--- src/rtl/uart_pkg.sv ---
// Shared definitions for the parametrised FIFO-buffered UART transmitter:
// parity modes, TX state encoding and the baud divisor helper.
package uart_pkg;

  localparam int PAR_NONE = 0;
  localparam int PAR_EVEN = 1;
  localparam int PAR_ODD  = 2;

  typedef enum logic [2:0] {
    ST_IDLE,
    ST_START,
    ST_DATA,
    ST_PAR,
    ST_STOP
  } tx_state_t;

  // Clock cycles per bit, rounded to the nearest integer.
  function automatic int calc_div(input int clk_hz, input int baud);
    return (clk_hz + baud / 2) / baud;
  endfunction

endpackage

--- src/rtl/uart_sync_fifo.sv ---
// Single-clock show-ahead FIFO with registered level and status flags.
// The head word is always visible on dout, so a pop and its data use the same edge.
module uart_sync_fifo #(
  parameter int WIDTH        = 8,
  parameter int DEPTH        = 16,
  parameter int AFULL_THRESH = 12,
  localparam int AW          = $clog2(DEPTH)
) (
  input  logic             clk_100MHz,
  input  logic             reset,
  input  logic             push,
  input  logic [WIDTH-1:0] din,
  input  logic             pop,
  output logic [WIDTH-1:0] dout,
  output logic [AW:0]      level,
  output logic             empty,
  output logic             afull,
  output logic             full
);

  localparam logic [AW:0] AFULL_LVL = AW'(0) + (AW+1)'(AFULL_THRESH);
  localparam logic [AW:0] FULL_LVL  = (AW+1)'(DEPTH);

  logic [WIDTH-1:0] mem [DEPTH];
  logic [AW-1:0]    wr_ptr_reg, rd_ptr_reg;
  logic [AW:0]      level_reg, level_next;
  logic             empty_reg, afull_reg, full_reg;
  logic             do_push, do_pop;

  assign do_push = push && !full_reg;
  assign do_pop  = pop && !empty_reg;

  always_comb begin
    level_next = level_reg;
    if (do_push && !do_pop)
      level_next = level_reg + (AW+1)'(1);
    else if (do_pop && !do_push)
      level_next = level_reg - (AW+1)'(1);
  end

  // Storage carries no reset; only pointers and level define its contents.
  always_ff @(posedge clk_100MHz) begin
    if (do_push)
      mem[wr_ptr_reg] <= din;
  end

  always_ff @(posedge clk_100MHz) begin
    if (reset) begin
      wr_ptr_reg <= '0;
      rd_ptr_reg <= '0;
      level_reg  <= '0;
      empty_reg  <= 1'b1;
      afull_reg  <= 1'b0;
      full_reg   <= 1'b0;
    end else begin
      if (do_push)
        wr_ptr_reg <= wr_ptr_reg + AW'(1);
      if (do_pop)
        rd_ptr_reg <= rd_ptr_reg + AW'(1);
      level_reg <= level_next;
      empty_reg <= (level_next == '0);
      afull_reg <= (level_next >= AFULL_LVL);
      full_reg  <= (level_next == FULL_LVL);
    end
  end

  assign dout  = mem[rd_ptr_reg];
  assign level = level_reg;
  assign empty = empty_reg;
  assign afull = afull_reg;
  assign full  = full_reg;

endmodule

--- src/rtl/uart_fifoed_send_param.sv ---
// FIFO-buffered UART transmitter with configurable divisor, width, parity and stop bits.
// Frames leave back to back: the last stop cycle pops the next word straight into START.
module uart_fifoed_send_param
  import uart_pkg::*;
#(
  parameter int CLK_DIV      = calc_div(100_000_000, 115_200),
  parameter int DATA_BITS    = 8,
  parameter int PARITY       = PAR_NONE,
  parameter int STOP_BITS    = 1,
  parameter int FIFO_DEPTH   = 16,
  parameter int AFULL_THRESH = 12,
  localparam int LW          = $clog2(FIFO_DEPTH) + 1
) (
  input  logic                 clk_100MHz,
  input  logic                 reset,
  input  logic                 s_valid,
  input  logic [DATA_BITS-1:0] s_data,
  output logic                 s_ready,
  output logic                 tx,
  output logic                 tx_busy,
  output logic                 fifo_empty,
  output logic                 fifo_afull,
  output logic                 fifo_full,
  output logic [LW-1:0]        fifo_level,
  output logic                 overflow
);

  if (CLK_DIV < 2) begin : g_bad_div
    $error("CLK_DIV must be at least 2");
  end
  if (DATA_BITS < 5 || DATA_BITS > 9) begin : g_bad_width
    $error("DATA_BITS must be in 5..9");
  end
  if (PARITY < PAR_NONE || PARITY > PAR_ODD) begin : g_bad_parity
    $error("PARITY must be 0, 1 or 2");
  end
  if (STOP_BITS < 1 || STOP_BITS > 2) begin : g_bad_stop
    $error("STOP_BITS must be 1 or 2");
  end
  if (FIFO_DEPTH < 2 || (FIFO_DEPTH & (FIFO_DEPTH - 1)) != 0) begin : g_bad_depth
    $error("FIFO_DEPTH must be a power of two, at least 2");
  end
  if (AFULL_THRESH < 1 || AFULL_THRESH > FIFO_DEPTH) begin : g_bad_afull
    $error("AFULL_THRESH must be in 1..FIFO_DEPTH");
  end

  localparam int CW = $clog2(CLK_DIV);
  localparam int BW = $clog2(DATA_BITS);
  localparam logic [CW-1:0] BAUD_LAST = CW'(CLK_DIV - 1);
  localparam logic [BW-1:0] BIT_LAST  = BW'(DATA_BITS - 1);
  localparam logic          STOP_LAST = (STOP_BITS == 2);
  localparam logic          PAR_INV   = (PARITY == PAR_ODD);

  tx_state_t            state_reg;
  logic [CW-1:0]        baud_reg;
  logic [BW-1:0]        bit_reg;
  logic                 stop_reg;
  logic [DATA_BITS-1:0] shift_reg;
  logic                 par_reg, tx_reg, busy_reg, ovf_reg;
  logic [DATA_BITS-1:0] head;
  logic                 bit_done, frame_done, push, pop;

  assign s_ready    = !fifo_full;
  assign push       = s_valid && s_ready && !reset;
  assign bit_done   = (baud_reg == '0);
  assign frame_done = (state_reg == ST_STOP) && bit_done && (stop_reg == STOP_LAST);
  assign pop        = !fifo_empty && ((state_reg == ST_IDLE) || frame_done);

  uart_sync_fifo #(
    .WIDTH        (DATA_BITS),
    .DEPTH        (FIFO_DEPTH),
    .AFULL_THRESH (AFULL_THRESH)
  ) u_fifo (
    .clk_100MHz (clk_100MHz),
    .reset      (reset),
    .push       (push),
    .din        (s_data),
    .pop        (pop),
    .dout       (head),
    .level      (fifo_level),
    .empty      (fifo_empty),
    .afull      (fifo_afull),
    .full       (fifo_full)
  );

  always_ff @(posedge clk_100MHz) begin
    if (reset) begin
      state_reg <= ST_IDLE;
      baud_reg  <= '0;
      bit_reg   <= '0;
      stop_reg  <= 1'b0;
      shift_reg <= '0;
      par_reg   <= 1'b0;
      tx_reg    <= 1'b1;
      busy_reg  <= 1'b0;
      ovf_reg   <= 1'b0;
    end else begin
      ovf_reg <= s_valid && !s_ready;
      if (pop) begin
        // Parity is latched with the word so PAR never looks back at the FIFO.
        state_reg <= ST_START;
        baud_reg  <= BAUD_LAST;
        shift_reg <= head;
        par_reg   <= (^head) ^ PAR_INV;
        tx_reg    <= 1'b0;
        busy_reg  <= 1'b1;
      end else begin
        case (state_reg)
          ST_IDLE: begin
            tx_reg   <= 1'b1;
            busy_reg <= 1'b0;
          end
          ST_START: begin
            if (bit_done) begin
              state_reg <= ST_DATA;
              baud_reg  <= BAUD_LAST;
              bit_reg   <= '0;
              tx_reg    <= shift_reg[0];
            end else begin
              baud_reg <= baud_reg - CW'(1);
            end
          end
          ST_DATA: begin
            if (bit_done) begin
              baud_reg  <= BAUD_LAST;
              shift_reg <= shift_reg >> 1;
              if (bit_reg == BIT_LAST) begin
                if (PARITY != PAR_NONE) begin
                  state_reg <= ST_PAR;
                  tx_reg    <= par_reg;
                end else begin
                  state_reg <= ST_STOP;
                  stop_reg  <= 1'b0;
                  tx_reg    <= 1'b1;
                end
              end else begin
                bit_reg <= bit_reg + BW'(1);
                tx_reg  <= shift_reg[1];
              end
            end else begin
              baud_reg <= baud_reg - CW'(1);
            end
          end
          ST_PAR: begin
            if (bit_done) begin
              state_reg <= ST_STOP;
              stop_reg  <= 1'b0;
              baud_reg  <= BAUD_LAST;
              tx_reg    <= 1'b1;
            end else begin
              baud_reg <= baud_reg - CW'(1);
            end
          end
          ST_STOP: begin
            if (bit_done) begin
              if (stop_reg == STOP_LAST) begin
                state_reg <= ST_IDLE;
                busy_reg  <= 1'b0;
                tx_reg    <= 1'b1;
              end else begin
                stop_reg <= 1'b1;
                baud_reg <= BAUD_LAST;
              end
            end else begin
              baud_reg <= baud_reg - CW'(1);
            end
          end
          default: state_reg <= ST_IDLE;
        endcase
      end
    end
  end

  assign tx       = tx_reg;
  assign tx_busy  = busy_reg;
  assign overflow = ovf_reg;

endmodule

--- config.mk ---
export PLATFORM = sky130hd
export DESIGN_NAME = uart_fifoed_send_param
export DESIGN_NICKNAME = d
export VERILOG_FILES = /design/src/rtl/uart_pkg.sv /design/src/rtl/uart_sync_fifo.sv /design/src/rtl/uart_fifoed_send_param.sv
export SDC_FILE = /design/constraint.sdc
export NUM_CORES = 1
export LEC_CHECK = 0
export ABC_AREA = 1
export BUFFER_PORTS_ARGS = -buffer_cell sky130_fd_sc_hd__buf_2
export CAP_MARGIN = 20
export CORE_UTILIZATION = 55
export CTS_CLUSTER_DIAMETER = 30
export DETAILED_ROUTE_END_ITERATION = 10
export PLACE_DENSITY = 0.75
export SETUP_SLACK_MARGIN = 0.5
export SLEW_MARGIN = 20
export SYNTH_ARGS = -nofsm -noshare
export SYNTH_HDL_FRONTEND = slang
export SYNTH_SLANG_ARGS = --single-unit
--- constraint.sdc ---
create_clock -name clk_100MHz -period 1.6 [get_ports clk_100MHz]
set_clock_uncertainty 0.1 [all_clocks]
set_input_delay 0.08 -clock clk_100MHz [delete_from_list [all_inputs] [get_ports clk_100MHz]]
set_output_delay 0.08 -clock clk_100MHz [all_outputs]
set_load 0.005 [all_outputs]
==> results of run 1 <==
-- logic make-up after synthesis --
logic type               share of synthesized area, %
AO/OA/AOI/OAI                                    12.5
XOR/XNOR                                        0.707
adder cells (fa/ha/maj)                          1.85
buffers and inverters                            4.36
flip-flops                                       64.4
AND/OR/NAND/NOR                                  16.2
-- cell type report --
type	count	area, um^2	share of cell area [%]
Timing Repair Buffer	153	1740	16.3
Sequential cell	175	4840	45.2
Tap cell	176	220	2.06
Clock buffer	18	429	4.01
Multi-Input combinational cell	450	3040	28.4
Clock inverter	14	178	1.66
Inverter	53	262	2.44
-- worst paths after layout --
check	start	endpoint	slack [ns]	cells past startpoint
setup reg to reg	baud_reg[5]$_SDFFE_PP0P_	u_fifo.empty$_SDFF_PP1_	-0.40	11
hold / removal	reset	state_reg[1]$_SDFFE_PP0P_	0.04	5
setup / recovery	baud_reg[5]$_SDFFE_PP0P_	u_fifo.empty$_SDFF_PP1_	-0.40	11
hold reg to reg	shift_reg[5]$_SDFFE_PP0P_	shift_reg[5]$_SDFFE_PP0P_	0.40	2
-- cells in the final DEF, fill, tap and decap left out, types with 13 or more instances in the layout --
cell           instances
edfxtp_1             128
nor2_1                82
nand2_1               74
buf_4                 61
o21ai_0               46
inv_1                 35
nor2_4                33
buf_12                29
nand3_1               24
dfxtp_1               24
clkbuf_16             21
a21oi_1               20
buf_6                 19
buf_2                 18
o21ai_1               16
o211ai_1              16
nand3_2               14
o21ai_2               13
dfxtp_2               13
dlygate4sd3_1         13
-- worst max-delay path: stages (launching register included) --
cell and delay, ns:
dfxtp_2 0.35, nor2_4 0.14, nand3_4 0.10, o21bai_4 0.28, nand2_4 0.18, nand2_8 0.15, nand2_1 0.12, nand2_1 0.12
nand2_1 0.08, nor2_2 0.13, nand3_1 0.10, nand2_1 0.09
-- metal layers --
layer | wire (um) | up-vias | GRT usage (%) | part of all wire (%)
met5 | 0 | - | 0 | 0
met4 | 1940 | 0 | 18.8 | 7.4
met3 | 2750 | 198 | 7.05 | 10
met2 | 12500 | 603 | 55.7 | 48
met1 | 9030 | 3200 | 40.0 | 34
li1 | - | 2794 | - | -
-- per-stage QoR --
step	std cells	power [uW]	hold slack (ns)	setup TNS (ns)	setup WS, ns
4_1_cts	1021	16800	0.0284	-3.03	-0.161
5_1_grt	1039	19400	0.0562	-14.99	-0.462
3_3_place_gp	938	11100	0.238	-1.37	-0.125
2_1_floorplan	707	9270	0.0789	0	0.00423
6_report	1039	18900	0.0367	-11.43	-0.397
3_5_place_dp	938	11400	0.247	-3.97	-0.203
-- where the power goes --
group / internal [uW] / leakage, uW / switching [uW] / total [uW]
sequential: 5340 / 0.00155 / 463 / 5810
combinational: 3730 / 0.00207 / 5020 / 8750
clock: 2370 / 0.000284 / 1970 / 4330
-- repair_timing --
action,4_1_cts,5_1_grt
pin swaps,38,42
hold buffers,14,0
buffers inserted,34,14
gates cloned,3,4
endpoints found under the hold margin,130,0
setup endpoints to repair,181,184
gates resized for setup,108,91
==> impl_metrics.yaml, run 1 <==
power:
  p_leak_uw: 0.00390
  vdd_drop_max_uv: 1090
  power_density_nw_per_um2: 1760
cts:
  cts_tree: "done"
  h-tree-depth: 4
  cts-root-buf: "clkbuf_16"
  cts.sinks: 175
  clk_pin_slew_ns: 0.07
  clock_path_buffers: 2
  cts_made_buffers: 17
  clock_latency_ns: 0.45
floorplanning:
  core_area_um2: 13200
  die_area_um2: 14000
  start_util_pct: 56.3
  num_io_pins: 23
  num_rows: 42
  die-height_um: 118
  die_width_um: 118
grt:
  grt_max_degree: 18
  grt_pass1_wl_um: 34700
  first_global_vias: 6447
  grt.overflow.total: 0
  grt_antenna_before_repair: 0
  grt_use_total_pct: 33.3
finish:
  areaGrowthSynthToFinish_pct: 44.1
  num_antenna_cells: 0
  utilization_pct: 81.2
  fill_cells: 593
  nets: 872
  largest_reg_flops: 128
  layout-drive-gt1-share_pct: 38.7
  final_area_um2: 10700
sta:
  setup_viol: 105
  fmax_mhz: 501
  period_minus_slack_ns: 2.00
  finalCritPeriodShare_pct: 125
  hold_viol: 0
  worstMarginPinSlew_ns: 0.693
  worst_slack_ns: -0.397
  slew_violations: 0
  slew_headroom_pct: 53.8
  rsz0062_at_grt: "yes"
routing:
  wl_per_cell_um: 25.3
  vias: 6795
  drt_iter0_drc: 1016
  routed_wl_um: 26200
  drc: 0
  vias_per_cell: 6.54
  ant_nets: 0
  drtPass1Iterations: 6
placement:
  portBuffers: 22
  post-dp-hpwl_um: 11400
  placed_cell_area_um2: 8550
  gp_congestion: 0.946
setup_path:
  path_max_fanout: 8
  startpoint_type: "flip-flop"
  crit_path_end_kind: "flip-flop"
  worstPathArrival_ns: 2.28
  cp.required_ns: 1.88
  setup.worst_path.class: "flip-flop to flip-flop"
status:
  status: "finished with violations"
  violations: "negative setup slack"
yosys:
  synth_area_leaders: "edfxtp_1, dfxtp_1, nor2_1"
  synthCells: 707
  ys.warnings.count: 0
  synthesis.area_um2: 7430
  synth_top_cell_by_area: "edfxtp_1"
  post_synth.cell_area_avg_um2: 10.5
  synth.distinct_cells: 39
  synth_common_cells: "edfxtp_1, nor2_1, nand2_1"
  seq_area_frac_synth_pct: 64.4
  synth_fp_nets: 729
  yosys_most_used_dff: "edfxtp_1"
  synth_top_area_share_pct: 51.7
  ys_seq_elements: 175
  ys_async_sr_fraction_pct: 0
  synth-edff-count: 128
  yosysMostFrequentCell: "edfxtp_1"
flow_run:
  maxCapViolations: 0
min_path:
  hp-class: "primary input to flip-flop"
Note: power is estimated with default switching activity, not from simulation.
==> run 2: changes to the inputs <==
- CELL_PAD_IN_SITES_DETAIL_PLACEMENT: unset -> 0
- CELL_PAD_IN_SITES_GLOBAL_PLACEMENT: unset -> 1
- CORE_UTILIZATION: 55 -> 45
- PLACE_DENSITY: 0.75 -> unset
- PLACE_DENSITY_LB_ADDON: unset -> 0.1
- SETUP_SLACK_MARGIN: 0.5 -> unset
==> impl_metrics.yaml, run 2 (synthesized netlist as in run 1, its figures left out) <==
status:
  status: "finished with violations"
  violations: "negative setup slack"
setup_path:
  cpPeakStageDelay_ns: 0.32
  worstPathArrival_ns: 1.96
  startpoint_type: "flip-flop"
  cp.required_ns: 1.82
  cpMostUsedCell: "nand2_4"
  setup.worst_path.class: "flip-flop to flip-flop"
  slowest_stage: "dfxtp_2"
  r2r_cells: 10
  crit_path_end_kind: "flip-flop"
  path_max_fanout: 6
  path_cells: "inv_2 -> ha_4 -> nand2_4 -> o21bai_4 -> nand2_4 -> buf_4 -> nor2_4 -> nand3_2 -> o21ai_1 -> a21oi_1"
routing:
  ant_nets: 0
  vias_per_cell: 5.26
  vias: 5524
  drc: 0
  routed_wl_um: 17600
  drtPass1Iterations: 5
  wl_per_cell_um: 16.8
  drt_iter0_drc: 462
finish:
  final_common_cell: "edfxtp_1"
  largest_reg_flops: 128
  layout-drive-gt1-share_pct: 27.5
  num_antenna_cells: 0
  areaGrowthSynthToFinish_pct: 28.0
  layout_common_cells: "edfxtp_1, nor2_1, nand2_1"
  nets: 844
cts:
  clk_pin_slew_ns: 0.06
  cts_made_buffers: 17
  cts_tree: "done"
  clock_latency_ns: 0.43
  cts-root-buf: "clkbuf_16"
  h-tree-depth: 4
  cts.sinks: 175
  clock_path_buffers: 2
floorplanning:
  num_rows: 46
  start_util_pct: 46.4
  die_area_um2: 17000
  core_area_um2: 16000
  die_width_um: 131
  num_io_pins: 23
  die-height_um: 131
sta:
  worst_slack_ns: -0.148
  setup_viol: 32
  rsz0062_at_grt: "yes"
  slew_headroom_pct: 76.9
  worstMarginPinSlew_ns: 0.347
  fmax_mhz: 572
  setup-tns-final_ns: -2.47
  finalCritPeriodShare_pct: 109
  hold_viol: 0
  period_minus_slack_ns: 1.75
  slew_violations: 0
placement:
  post-dp-hpwl_um: 11600
  gp_congestion: 0.811
  portBuffers: 22
grt:
  grt.overflow.total: 0
  grt_use_total_pct: 21.9
  first_global_vias: 5291
  grt_pass1_wl_um: 27600
  grt_antenna_before_repair: 0
  grt_max_degree: 42
power:
  p_leak_uw: 0.00355
  power_density_nw_per_um2: 1680
  seqPwrFrac_pct: 35.4
  vdd_drop_max_uv: 897
  p_switching_uw: 5660
  p_clk_share_pct: 24.9
  power_frac_comb_pct: 39.7
  power.total_uw: 15900
  swShare_pct: 35.5
  p_int_uw: 10300
min_path:
  hp-class: "primary input to flip-flop"
  whs_path_depth: 3
flow_run:
  maxCapViolations: 0
-- run 2: cell types whose count changed in the layout (fill, tap and decap cells not counted), sizes merged, moves of 2 or more --
| cell | before | now |
|---|---|---|
| buf | 135 | 114 |
| clkinv | 5 | 3 |
| clkinvlp | 5 | 3 |
| dlygate4sd3 | 13 | 9 |
| inv | 55 | 59 |
-- run 2: layout make-up --
type	instances	area [um^2]
Sequential cell	175	4800
Clock buffer	19	433
Fill cell	1388	6490
Multi-Input combinational cell	450	2560
Clock inverter	13	128
Inverter	53	206
Timing Repair Buffer	125	1110
Tap cell	216	270
-- run 2: worst paths after layout --
path	start	to	slack, ns
worst max-delay path	baud_reg[1]$_SDFFE_PP0P_	flip-flop	-0.15
worst max register to register	baud_reg[1]$_SDFFE_PP0P_	flip-flop	-0.15
worst min register to register	tx_busy$_SDFFE_PP0P_	tx_busy$_SDFFE_PP0P_	0.36
worst min-delay path	reset	u_fifo.level[0]$_SDFF_PP0_	0.03
-- run 2: through the flow --
| step | setup slack [ns] | hold slack [ns] | std cells | cell area (um^2) | utilization (%) |
|---|---|---|---|---|---|
| 2_1_floorplan | -0.139 | 0.0789 | 707 | 7460 | - |
| 3_3_place_gp | -0.126 | 0.225 | 999 | 8460 | 52.9 |
| 3_5_place_dp | -0.174 | 0.235 | 999 | 8460 | 52.9 |
| 4_1_cts | -0.145 | 0.00963 | 1046 | 9280 | 58.0 |
| 5_1_grt | -0.260 | 0.0336 | 1051 | 9510 | 59.5 |
| 6_report | -0.148 | 0.0256 | 1051 | 9510 | 59.5 |
-- run 2: layer usage --
metal | track usage, % | routed length, um | part of all wire [%] | vias to the layer above
met5 | 0 | 0 | 0 | -
met1 | 30.0 | 8340 | 47 | 2712
met2 | 35.6 | 8560 | 49 | 76
met3 | 3.79 | 495 | 2.8 | 22
li1 | - | - | - | 2714
met4 | 7.10 | 230 | 1.3 | 0
-- run 2: what timing repair did --
item | in CTS | in global routing
hold buffers | 9 | 0
setup buffers | 6 | 3
hold endpoints to repair | 129 | 0
pin swaps | 8 | 13
setup endpoints to repair | 75 | 117
gates resized for setup | 35 | 47
gates cloned | 0 | 2
-- run 2: power groups by stage --
stage	combinational [uW]	sequential, uW	clock, uW
global placement	5460	5670	0
detailed placement	5550	5690	0
floorplan	3390	5640	0
global route	7060	5700	4210
CTS	5950	5610	4040
finish	6330	5640	3980
-- run 2: worst max-delay path: cells and delay by family, from the launching register on --
kind                     cells  cell delay, ns
AND/OR/NAND/NOR              4            0.40
AO/OA/AOI/OAI                3            0.40
flip-flops                   1            0.32
buffers and inverters        2            0.24
adder cells (fa/ha/maj)      1            0.17
